$ cat src/rtl/mem_manager_pkg.sv
// Shared types and helpers for the memory-manager read master.
// The word step (address/length increment) is derived from the byte-enable width.
package mem_manager_pkg;

    typedef enum logic {
        IDLE  = 1'b0,
        ISSUE = 1'b1
    } rm_state_t;

    localparam int DEFAULT_BYTEENABLEWIDTH = 4;

    function automatic int word_shift(input int bytes_per_word);
        return $clog2(bytes_per_word);
    endfunction

    localparam int DEFAULT_WORD_SHIFT = word_shift(DEFAULT_BYTEENABLEWIDTH);

endpackage

$ cat src/rtl/sync_fifo.sv
// Show-ahead synchronous FIFO: the head word is presented on rdata whenever
// the FIFO is not empty. It reads as zero when empty.
module sync_fifo #(
    parameter int DATAWIDTH      = 32,
    parameter int FIFODEPTH      = 8,
    parameter int FIFODEPTH_LOG2 = 3
) (
    input  logic                      clk,
    input  logic                      reset,
    input  logic                      wr,
    input  logic [DATAWIDTH-1:0]      wdata,
    input  logic                      rd,
    output logic [DATAWIDTH-1:0]      rdata,
    output logic                      empty,
    output logic                      full,
    output logic [FIFODEPTH_LOG2:0]   used
);

    logic [DATAWIDTH-1:0]      mem_q [FIFODEPTH];
    logic [FIFODEPTH_LOG2-1:0] wptr_q, wptr_d;
    logic [FIFODEPTH_LOG2-1:0] rptr_q, rptr_d;
    logic [FIFODEPTH_LOG2:0]   used_q, used_d;
    logic                      do_wr, do_rd;

    assign empty = (used_q == '0);
    assign full  = (used_q == (FIFODEPTH_LOG2+1)'(FIFODEPTH));
    assign used  = used_q;
    assign rdata = empty ? '0 : mem_q[rptr_q];

    // A pop on an empty FIFO is dropped; a push into a full FIFO is allowed only alongside a pop.
    assign do_rd = rd && !empty;
    assign do_wr = wr && (!full || do_rd);

    always_comb begin
        wptr_d = wptr_q;
        rptr_d = rptr_q;
        used_d = used_q;
        if (do_wr) begin
            wptr_d = wptr_q + 1'b1;
        end
        if (do_rd) begin
            rptr_d = rptr_q + 1'b1;
        end
        case ({do_wr, do_rd})
            2'b10:   used_d = used_q + 1'b1;
            2'b01:   used_d = used_q - 1'b1;
            default: used_d = used_q;
        endcase
    end

    always_ff @(posedge clk) begin
        if (reset) begin
            wptr_q <= '0;
            rptr_q <= '0;
            used_q <= '0;
        end else begin
            wptr_q <= wptr_d;
            rptr_q <= rptr_d;
            used_q <= used_d;
        end
    end

    always_ff @(posedge clk) begin
        if (do_wr) begin
            mem_q[wptr_q] <= wdata;
        end
    end

endmodule

$ cat src/rtl/avalon_read_master.sv
// Avalon-MM pipelined read master: issues single-word reads for a latched command
// and buffers returned words in a show-ahead FIFO for the user logic.
module avalon_read_master
    import mem_manager_pkg::*;
#(
    parameter int ADDRESSWIDTH    = 28,
    parameter int DATAWIDTH       = 32,
    parameter int BYTEENABLEWIDTH = 4,
    parameter int FIFODEPTH       = 8,
    parameter int FIFODEPTH_LOG2  = 3
) (
    input  logic                       clk,
    input  logic                       reset,
    input  logic                       control_fixed_location,
    input  logic [ADDRESSWIDTH-1:0]    control_read_base,
    input  logic [ADDRESSWIDTH-1:0]    control_read_length,
    input  logic                       control_go,
    output logic                       control_done,
    input  logic                       user_read_buffer,
    output logic [DATAWIDTH-1:0]       user_buffer_output_data,
    output logic                       user_data_available,
    output logic [ADDRESSWIDTH-1:0]    master_address,
    output logic                       master_read,
    output logic [BYTEENABLEWIDTH-1:0] master_byteenable,
    input  logic [DATAWIDTH-1:0]       master_readdata,
    input  logic                       master_readdatavalid,
    input  logic                       master_waitrequest
);

    localparam int WORD_SHIFT = word_shift(BYTEENABLEWIDTH);
    localparam logic [ADDRESSWIDTH-1:0] WORD_STEP = ADDRESSWIDTH'(1) << WORD_SHIFT;
    localparam logic [ADDRESSWIDTH-1:0] WORD_MASK = ~(WORD_STEP - 1'b1);

    rm_state_t                 state_q, state_d;
    logic [ADDRESSWIDTH-1:0]   addr_q, addr_d;
    logic [ADDRESSWIDTH-1:0]   len_q, len_d;
    logic                      fixed_q, fixed_d;
    logic [FIFODEPTH_LOG2:0]   pend_q, pend_d;

    logic                      fifo_empty, fifo_full;
    logic [FIFODEPTH_LOG2:0]   fifo_used;
    logic [FIFODEPTH_LOG2+1:0] in_flight;
    logic                      has_credit;
    logic                      rd_req, accept, push;

    // Words already buffered plus words still owed by the slave must fit in the FIFO.
    assign in_flight  = {1'b0, fifo_used} + {1'b0, pend_q};
    assign has_credit = (in_flight < (FIFODEPTH_LOG2+2)'(FIFODEPTH)) && !fifo_full;

    assign accept = rd_req && !master_waitrequest;
    assign push   = master_readdatavalid && (pend_q != '0);

    always_comb begin
        state_d = state_q;
        addr_d  = addr_q;
        len_d   = len_q;
        fixed_d = fixed_q;
        pend_d  = pend_q;
        rd_req  = 1'b0;

        case ({accept, push})
            2'b10:   pend_d = pend_q + 1'b1;
            2'b01:   pend_d = pend_q - 1'b1;
            default: pend_d = pend_q;
        endcase

        case (state_q)
            IDLE: begin
                if (control_go) begin
                    addr_d  = control_read_base;
                    len_d   = control_read_length & WORD_MASK;
                    fixed_d = control_fixed_location;
                    state_d = ISSUE;
                end
            end
            ISSUE: begin
                rd_req = (len_q != '0) && has_credit;
                if (accept) begin
                    len_d = len_q - WORD_STEP;
                    if (!fixed_q) begin
                        addr_d = addr_q + WORD_STEP;
                    end
                end
                // Leave as soon as the final word lands so done follows it by one cycle.
                if ((len_d == '0) && (pend_d == '0)) begin
                    state_d = IDLE;
                end
            end
            default: state_d = IDLE;
        endcase
    end

    always_ff @(posedge clk) begin
        if (reset) begin
            state_q <= IDLE;
            addr_q  <= '0;
            len_q   <= '0;
            fixed_q <= 1'b0;
            pend_q  <= '0;
        end else begin
            state_q <= state_d;
            addr_q  <= addr_d;
            len_q   <= len_d;
            fixed_q <= fixed_d;
            pend_q  <= pend_d;
        end
    end

    assign master_read       = rd_req;
    assign master_address    = addr_q;
    assign master_byteenable = '1;
    assign control_done      = (state_q == IDLE);
    assign user_data_available = !fifo_empty;

    sync_fifo #(
        .DATAWIDTH     (DATAWIDTH),
        .FIFODEPTH     (FIFODEPTH),
        .FIFODEPTH_LOG2(FIFODEPTH_LOG2)
    ) u_fifo (
        .clk  (clk),
        .reset(reset),
        .wr   (push),
        .wdata(master_readdata),
        .rd   (user_read_buffer),
        .rdata(user_buffer_output_data),
        .empty(fifo_empty),
        .full (fifo_full),
        .used (fifo_used)
    );

endmodule

$ cat config.mk
export PLATFORM = sky130hd
export DESIGN_NAME = avalon_read_master
export DESIGN_NICKNAME = d
export VERILOG_FILES = /design/src/rtl/mem_manager_pkg.sv /design/src/rtl/sync_fifo.sv /design/src/rtl/avalon_read_master.sv
export SDC_FILE = /design/constraint.sdc
export NUM_CORES = 1
export LEC_CHECK = 0
export CORE_AREA = 2 2 172 174
export DETAILED_ROUTE_END_ITERATION = 8
export DIE_AREA = 0 0 174 176
export PLACE_DENSITY_LB_ADDON = 0.15
export RECOVER_POWER = 50
export SKIP_CTS_REPAIR_TIMING = 1
export SLEW_MARGIN = 40
export SYNTH_ARGS = -nofsm -noshare
export SYNTH_HDL_FRONTEND = slang
export SYNTH_SLANG_ARGS = --single-unit
$ cat constraint.sdc
create_clock -name clk -period 5.7 [get_ports clk]
set_input_delay 0.855 -clock clk [delete_from_list [all_inputs] [get_ports clk]]
set_output_delay 0.855 -clock clk [all_outputs]
set_load 0.05 [all_outputs]
Yosys cells after proc, flatten, opt, wreduce, memory -nomap -nowiden:

Memory sizes are Yosys's and may differ from the RTL's. A register that Yosys moved wholly into a read port is not among the register bits.
Index checks and enable logic that the tools add are counted.

* register bits after elaboration: 72
* latch bits: 0
* RAM bits: 256
* ROM bits: 0
* input port bits: 95
* output and inout port bits: 67
* memories: 1

* add/subtract/negate cells: 9
* $mul: 0
* divide/modulo/power cells: 0
* magnitude comparators: 1
* equal/unequal tests: 8
* shift-type cells: 0
* muxes and demuxes: 19
* bitwise operators: 1
* reduce and logical (&&, ||, !) cells: 19

Memory list
* u_fifo.mem_q: words 8, width 32, read ports 1, clocked after Yosys merged registers in 1, wr ports 1, line sync_fifo.sv:19 `logic [DATAWIDTH-1:0] mem_q [FIFODEPTH];`

Operator list (count)
* $mux W28: 6
* $pmux W28 S2: 2
* $mux W32: 1
* $add A28 B3 Y28 const B: 1
* $logic_not A28 Y1: 1
* $reduce_bool A28 Y1: 1
* $sub A28 B3 Y28 const B: 1
* $pmux W4 S2: 2
* $add A4 B1 Y4 const B: 2
* $logic_not A4 Y1: 2
* $sub A4 B1 Y4 const B: 2
* $logic_and A1 B1 Y1: 7
* $add A3 B1 Y3 const B: 2
* $mux W3: 2
* $add A4 B4 Y5: 1
* $lt A5 B4 Y1 const B: 1
* $mux W1: 5
* $eq A2 B1 Y1 const B: 2
* $eq A2 B2 Y1 const B: 2
* $eq A4 B4 Y1 const B: 1
* $ne A2 B2 Y1 const B: 2
* $reduce_bool A4 Y1: 1
* $logic_not A1 Y1: 3
* $reduce_and A3 Y1: 1
* 6 further kinds: 6

Depth between registers and ports, before layout:

Gate-level depths: netlist (run 1).

* depth in word-level cells: 12
* mapped depth: 18
* depth with buffers taken out: 17

Modules after synthesis:

A second synthesis (run 1) with hierarchy kept.

* cells, all modules: 1046
* area, all modules: 14485.1 µm²

By module, submodules not included
* sync_fifo: times used 1, cells each 488, area each 10422.5 µm², sequential area each 7947.6 µm²
* avalon_read_master: times used 1, cells each 558, area each 4062.6 µm², sequential area each 1201.2 µm²

Worst setup path after synthesis (run 1):

No wires, ideal clock.

* path kind: input-to-reg
* start point: in master_readdatavalid
* end point: mem u_fifo.mem_q[2][0], enable pin
* library setup time: 468 ps
* arrival: 3989 ps
* data required time: 5232 ps
* setup slack: 1243 ps
* stages: 4
* buffers on the path: 0
* cell sequence: o41a_1 -> o21ai_0 -> or2_2 -> nor3b_1

* word-level cells in the longest chain between the ends: 4

Ends and longest elaborated chain
* start: declaration: line avalon_read_master.sv:26 `input logic master_readdatavalid,`
* $logic_and A1 B1 Y1: line avalon_read_master.sv:51 `assign push = master_readdatavalid && (pend_q != '0);`
* $logic_and A1 B1 Y1: line sync_fifo.sv:32 `assign do_wr = wr && (!full || do_rd);`
* $mux W1: line sync_fifo.sv:64 `if (do_wr) begin`
* $mux W1 (not written as such): line sync_fifo.sv:65 `mem_q[wptr_q] <= wdata;`
* end: declaration: line sync_fifo.sv:19

No other way between the ends.

Worst setup path in the final report (run 1):

* start point: reg state_q
* end point: out control_done

* word-level cells in the longest chain between the ends: 1

Ends and longest elaborated chain
* start: declaration: line avalon_read_master.sv:34 `rm_state_t state_q, state_d;`
* start signal: assignment: line avalon_read_master.sv:101 `state_q <= state_d;`
* $not A1 Y1
* end: declaration: line avalon_read_master.sv:18 `output logic control_done,`

No other way between the ends.

==> results of run 1 <==
==> report_power, final <==
| group | switching [W] | internal [W] |
|---|---|---|
| clock network | 0.000928 | 0.00130 |
| registers | 0.000150 | 0.00277 |
| logic | 0.00146 | 0.000957 |
| total | 0.00253 | 0.00503 |
==> how the worst max path moves through the flow <==
stage,start,to,slack [ps],cells past startpoint
finish,state_q,control_done,1250,4
global route,u_fifo.used[3],user_data_available,1010,4
CTS,flop,user_buffer_output_data[12],1350,5
detailed placement,master_waitrequest,state_q,1330,15
global placement,master_waitrequest,state_q,1430,15
floorplan,master_readdatavalid,u_fifo.mem_q[2][0],1240,4
==> routing by layer <==
layer | vias to the layer above | GRT usage | share of wire
li1 | 4257 | - | -
met1 | 4367 | 0.2847 | 0.44
met2 | 285 | 0.3456 | 0.48
met3 | 45 | 0.03811 | 0.063
met4 | 4 | 0.04622 | 0.016
met5 | - | 0 | 0.00067
==> Yosys cell counts, types with 8 or more instances <==
library cell  count
clkbuf_1         36
nand3_1          21
a31oi_1           9
nor3_1           21
inv_1            12
dfxtp_1          73
ha_1             12
nor4_1           10
a21oi_1          58
mux2i_1          35
nand2_1          72
xnor2_1           8
buf_2            10
mux4_2           64
a22oi_1           8
edfxtp_1        256
a211oi_1         20
nand4_1          12
o21ai_0          25
buf_1            11
o21ai_1          10
xor2_1            8
nor2_1          115
==> critical path, stage by stage (launching register included) <==
cell             delay (ps)
dfxtp_1                 310
buf_4                   310
inv_1                   300
clkbuf_1               1140
clkdlybuf4s50_1        1010
==> through the flow <==
| step | power [W] | hold WS, ps |
|---|---|---|
| finish | 0.007563 | 446.8 |
| global placement | 0.005391 | 441.8 |
| global route | 0.007938 | 493.6 |
| floorplan | 0.004630 | 449.8 |
| detailed placement | 0.005415 | 446.3 |
| CTS | 0.007664 | 453.8 |
==> flip-flops by register name (all words and copies together), names as in the netlist, named ones only <==
| name | cells |
|---|---|
| u_fifo.mem_q | 256 |
| u_fifo.rptr_q | 3 |
| master_address | 28 |
| pend_q | 4 |
| fixed_q | 1 |
| state_q | 1 |
| u_fifo.wptr_q | 3 |
| len_q | 26 |
| u_fifo.used | 4 |
==> final cells by class <==
class | count | area, sq um
diodes | 1 | 2.502
clock buffers | 43 | 958.4
clock inverters | 19 | 187.7
fillers | 2277 | 11190
inverters | 13 | 48.80
multi-input cells | 614 | 4778
flip-flops and latches | 329 | 9155
well taps | 384 | 480.5
repair buffers | 179 | 1745
==> cell families after synthesis <==
logic type      after synthesis
compound gates              178
xor+xnor                     16
fa+ha+maj                    14
buf+inv                      78
flops                       329
mux                          99
other cells                   1
simple gates                303
==> results.py, run 1 <==
metrics = {
    "floorplan": {
        "die_h_um": 176,
        "num_rows": 62,
        "fp.dieW_um": 174,
        "dieArea_sq_um": 30620,
        "core_area_sq_um": 28550,
        "pin_count": 162,
        "start_util": 0.4974,
    },
    "logic_synthesis": {
        "synth_ff_type": "edfxtp_1",
        "yosysSeqAreaShare": 0.6443,
        "synth_mux_area_frac": 0.1262,
        "avgSynthCellArea_sq_um": 13.95,
        "synth_edf_count": 256,
        "synth_area_leader_cell": "edfxtp_1",
        "synth_warnings": 0,
        "synth_area_leaders": "edfxtp_1 (54%), dfxtp_1 (10%), mux4_2 (10%), nor2_1 (3.0%), mux2i_1 (2.5%)",
        "ys_seq_elements": 329,
        "synth_top_family_by_area": "multiplexers",
        "synthArstFlopShare": 0,
        "netlist.area_leader.share": 0.5414,
        "syn_inst": 1018,
        "netlist_area_sq_um": 14200,
        "synthDistinctLibCells": 72,
        "synth_fa_ha_area_frac": 0.01339,
        "synthXorXnorAreaFrac": 0.009870,
        "synth_compound_area_frac": 0.08090,
        "synthSimpleGateAreaFrac": 0.1008,
    },
    "route": {
        "route.vias.total": 8958,
        "finalWirelength_um": 31320,
        "drc_errors": 0,
        "drtIter0Drc": 695,
        "wire_per_inst_um": 19.80,
        "ant_nets": 0,
        "viasPerCell": 5.662,
        "dr.pass1.iters": 5,
    },
    "timing": {
        "finalWorstSetupSlack_ps": 1250,
        "finalHoldViolations": 0,
        "maxSlewHeadroom": -0.02624,
        "setup_tns_ps": 0,
        "skew_ps": 21.76,
        "fin_crit_ps": 4450,
        "rsz0062_at_grt": "no",
        "max_slew.worst_pin.slew_ps": 1539,
        "period_share": 0.7807,
        "slew_viol_final": 34,
        "setup-violations-final": 0,
        "max_clock_freq_ghz": 0.2247,
    },
    "grt": {
        "grt_overflow_total": 0,
        "grt_pass1_vias": 8851,
        "grt_max_degree": 72,
        "antenna_found_initial": 3,
        "grt_pass1_wl_um": 49670,
        "grt_use_total": 0.2065,
    },
    "clock_tree": {
        "tritoncts": "yes",
        "path_clk_slew_ps": 60,
        "insertion_delay_ps": 520,
        "cts-root-buf": "clkbuf_16",
        "clk_path_buf_depth": 3,
        "cts-buffers-inserted": 36,
        "cts_sinks": 329,
        "htree_levels": 2,
    },
    "critical_path": {
        "crit_fanout": 61,
        "rr_endpoint": "state_q",
        "cp-start-kind": "flop",
        "reg2reg_slack_ps": 1400,
        "reg2regPathDepth": 17,
        "critPathCaptureType": "output pin",
        "criticalPathCategory": "reg -> out",
        "r2r_start": "len_q[2]",
        "cp.required_ps": 4850,
        "cp.arrival_ps": 3600,
    },
    "worst_hold_path": {
        "min_from": "master_address[1]",
        "hp-class": "reg -> reg",
        "whs_path_depth": 2,
        "hold-path-endpoint": "master_address[1]",
    },
    "place": {
        "portBuffers": 155,
        "dpl_worst_slack_ps": 1334,
        "dp.cells": 1518,
        "globalplace.congestion": 0.8009,
        "placed_area_sq_um": 16220,
        "dpl.hpwl_um": 19050,
    },
    "layout": {
        "fin_nets": 1282,
        "final_common_cell": "edfxtp_1",
        "synthToLayoutAreaGrowth_pct": 22.24,
        "final_util": 0.6080,
        "layout.cells.non_filler": 1582,
        "drive_gt1_frac": 0.1370,
        "final_area_sq_um": 17360,
        "final_cell_mix": "edfxtp_1 (256), nor2_1 (112), clkdlybuf4s50_1 (108)",
    },
    "outcome": {
        "run_status": "finished, violations left",
        "violations": "capacitance limit, slew limit",
    },
    "power": {
        "power_density_nw_per_um2": 435.7,
        "leakage_nw": 5.622,
        "ir_worst_vdd_mv": 0.3014,
    },
    "job": {
        "max_cap_viol_count": 1,
    },
}
(Power assumes the default switching activity.)
==> run 2: changes to the inputs <==
- clock period: 5.7 -> 4.43 ns (I/O delays scaled with it)
==> results.py, run 2 (same netlist as run 1, synthesis figures left out) <==
metrics = {
    "layout": {
        "final_area_sq_um": 17380,
        "register_area_sq_um": 9155,
        "final_util": 0.6087,
        "fin_nets": 1285,
        "largest_reg_flops": 256,
        "final_cell_mix": "edfxtp_1 (256), clkdlybuf4s50_1 (117), nor2_1 (115)",
        "multi_input_area_sq_um": 4738,
        "final_common_cell": "edfxtp_1",
        "synthToLayoutAreaGrowth_pct": 22.39,
        "fillerInstances": 2299,
        "regMostFlops": "u_fifo.mem_q",
        "drive_gt1_frac": 0.1299,
    },
    "timing": {
        "finalWorstSetupSlack_ps": 431.1,
        "finalHoldViolations": 0,
        "max_clock_freq_ghz": 0.2501,
        "skew_ps": 20.23,
        "fin_crit_ps": 3999,
        "slew_viol_final": 0,
        "maxSlewHeadroom": 0.05010,
        "max_slew.worst_pin.slew_ps": 1425,
        "period_share": 0.9027,
        "setup-violations-final": 0,
        "setup_tns_ps": 0,
        "rsz0062_at_grt": "no",
    },
    "critical_path": {
        "max_stage_delay_ps": 450,
        "cp.required_ps": 4780,
        "crit_top_cell": "nand4_1",
        "cp.arrival_ps": 4350,
        "reg2reg_slack_ps": 430,
        "criticalPathCategory": "reg -> reg",
        "crit_path_top_delay_cell": "nor4b_1",
        "rr_endpoint": "state_q",
        "cp-start-kind": "flop",
        "reg2regPathDepth": 17,
        "r2r_start": "len_q[2]",
        "critPathCaptureType": "flop",
        "crit_fanout": 10,
        "path_cells": "inv_1 > ha_1 > nor4b_1 > nand4_1 > o21a_2 > inv_2 > ha_1 > inv_1 > fa_1 > xor2_1 > nor2_1 > a21oi_1 > nand4_1 > nor2_1 > nand4_1 > nor4_1 > a211oi_1",
        "critPathLaunch": "len_q[2]",
        "crit_end": "state_q",
    },
    "worst_hold_path": {
        "hp-class": "reg -> reg",
        "whs_path_depth": 2,
    },
    "route": {
        "dr.pass1.iters": 5,
        "route.vias.total": 9079,
        "viasPerCell": 5.717,
        "ant_nets": 0,
        "drc_errors": 0,
        "finalWirelength_um": 31580,
        "drtIter0Drc": 900,
        "wire_per_inst_um": 19.89,
    },
    "grt": {
        "grt_pass1_wl_um": 49850,
        "grt_overflow_total": 0,
        "antenna_found_initial": 5,
        "grt_pass1_vias": 8976,
        "grt_max_degree": 62,
        "grt_use_total": 0.2078,
    },
    "outcome": {
        "run_status": "complete, no violations",
    },
    "place": {
        "dpl_worst_slack_ps": 530.1,
        "dpl.hpwl_um": 19280,
        "portBuffers": 155,
        "globalplace.congestion": 0.8009,
        "placed_area_sq_um": 16250,
    },
    "clock_tree": {
        "clk_path_buf_depth": 3,
        "path_clk_slew_ps": 50,
        "htree_levels": 2,
        "cts_sinks": 329,
        "cts-buffers-inserted": 36,
        "insertion_delay_ps": 520,
        "cts-root-buf": "clkbuf_16",
        "tritoncts": "yes",
    },
    "floorplan": {
        "num_rows": 62,
        "fp.dieW_um": 174,
        "die_h_um": 176,
        "start_util": 0.4974,
        "core_area_sq_um": 28550,
        "dieArea_sq_um": 30620,
        "pin_count": 162,
    },
    "job": {
        "max_cap_viol_count": 0,
    },
    "power": {
        "p_total_w": 0.009804,
        "power_density_nw_per_um2": 564.2,
        "leakage_nw": 5.608,
        "ir_worst_vdd_mv": 0.4538,
    },
}
run 2: stage by stage:
| step | hold slack [ps] | cells |
|---|---|---|
| 2_1_floorplan | 449.8 | 1021 |
| 3_3_place_gp | 443.6 | 1522 |
| 3_5_place_dp | 454.6 | 1522 |
| 4_1_cts | 461.8 | 1585 |
| 5_1_grt | 479.1 | 1587 |
| 6_report | 454.9 | 1588 |
run 2: area by class of cell:
| cell class | instances | area share |
|---|---|---|
| antenna | 3 | 0.0004320 |
| clock buffer | 43 | 0.05458 |
| clock inverter | 20 | 0.01296 |
| inverter | 13 | 0.002808 |
| multi-input combinational | 614 | 0.2727 |
| sequential | 329 | 0.5268 |
| tap | 384 | 0.02765 |
| timing repair buffer | 182 | 0.1021 |
run 2: how the worst min path moves through the flow:
stage / to / slack, ps / startpoint
after CTS: master_address[1] / 460 / master_address[1]
after global placement: master_address[1] / 440 / master_address[1]
after floorplan: fixed_q / 450 / fixed_q
after detailed placement: master_address[1] / 450 / master_address[1]
after global routing: master_address[1] / 480 / master_address[1]
final: master_address[1] / 450 / master_address[1]
run 2: metal layers:
metal | vias to the layer above | share of wire | global-route usage
met2 | 292 | 0.48 | 0.3481
met4 | 4 | 0.021 | 0.05777
met1 | 4456 | 0.43 | 0.2790
met5 | - | 0.00070 | 0
met3 | 53 | 0.067 | 0.04199
li1 | 4274 | - | -
run 2: power breakdown:
part / switching, W / leakage [nW] / internal, W
clock: 0.00118 / 0.559 / 0.00177
combinational: 0.00186 / 2.14 / 0.00123
sequential: 0.000204 / 2.91 / 0.00357
total: 0.00324 / 5.61 / 0.00656
run 2: critical path: cells and delay by family (launching register included):
kind / cells / cell delay [ps]
AOI/OAI and AO/OA: 3 / 650
adders and majority gates: 3 / 910
DFF: 1 / 360
buffers and inverters: 3 / 240
and+or+nand+nor: 7 / 1510
xor gates and xnor gates: 1 / 160
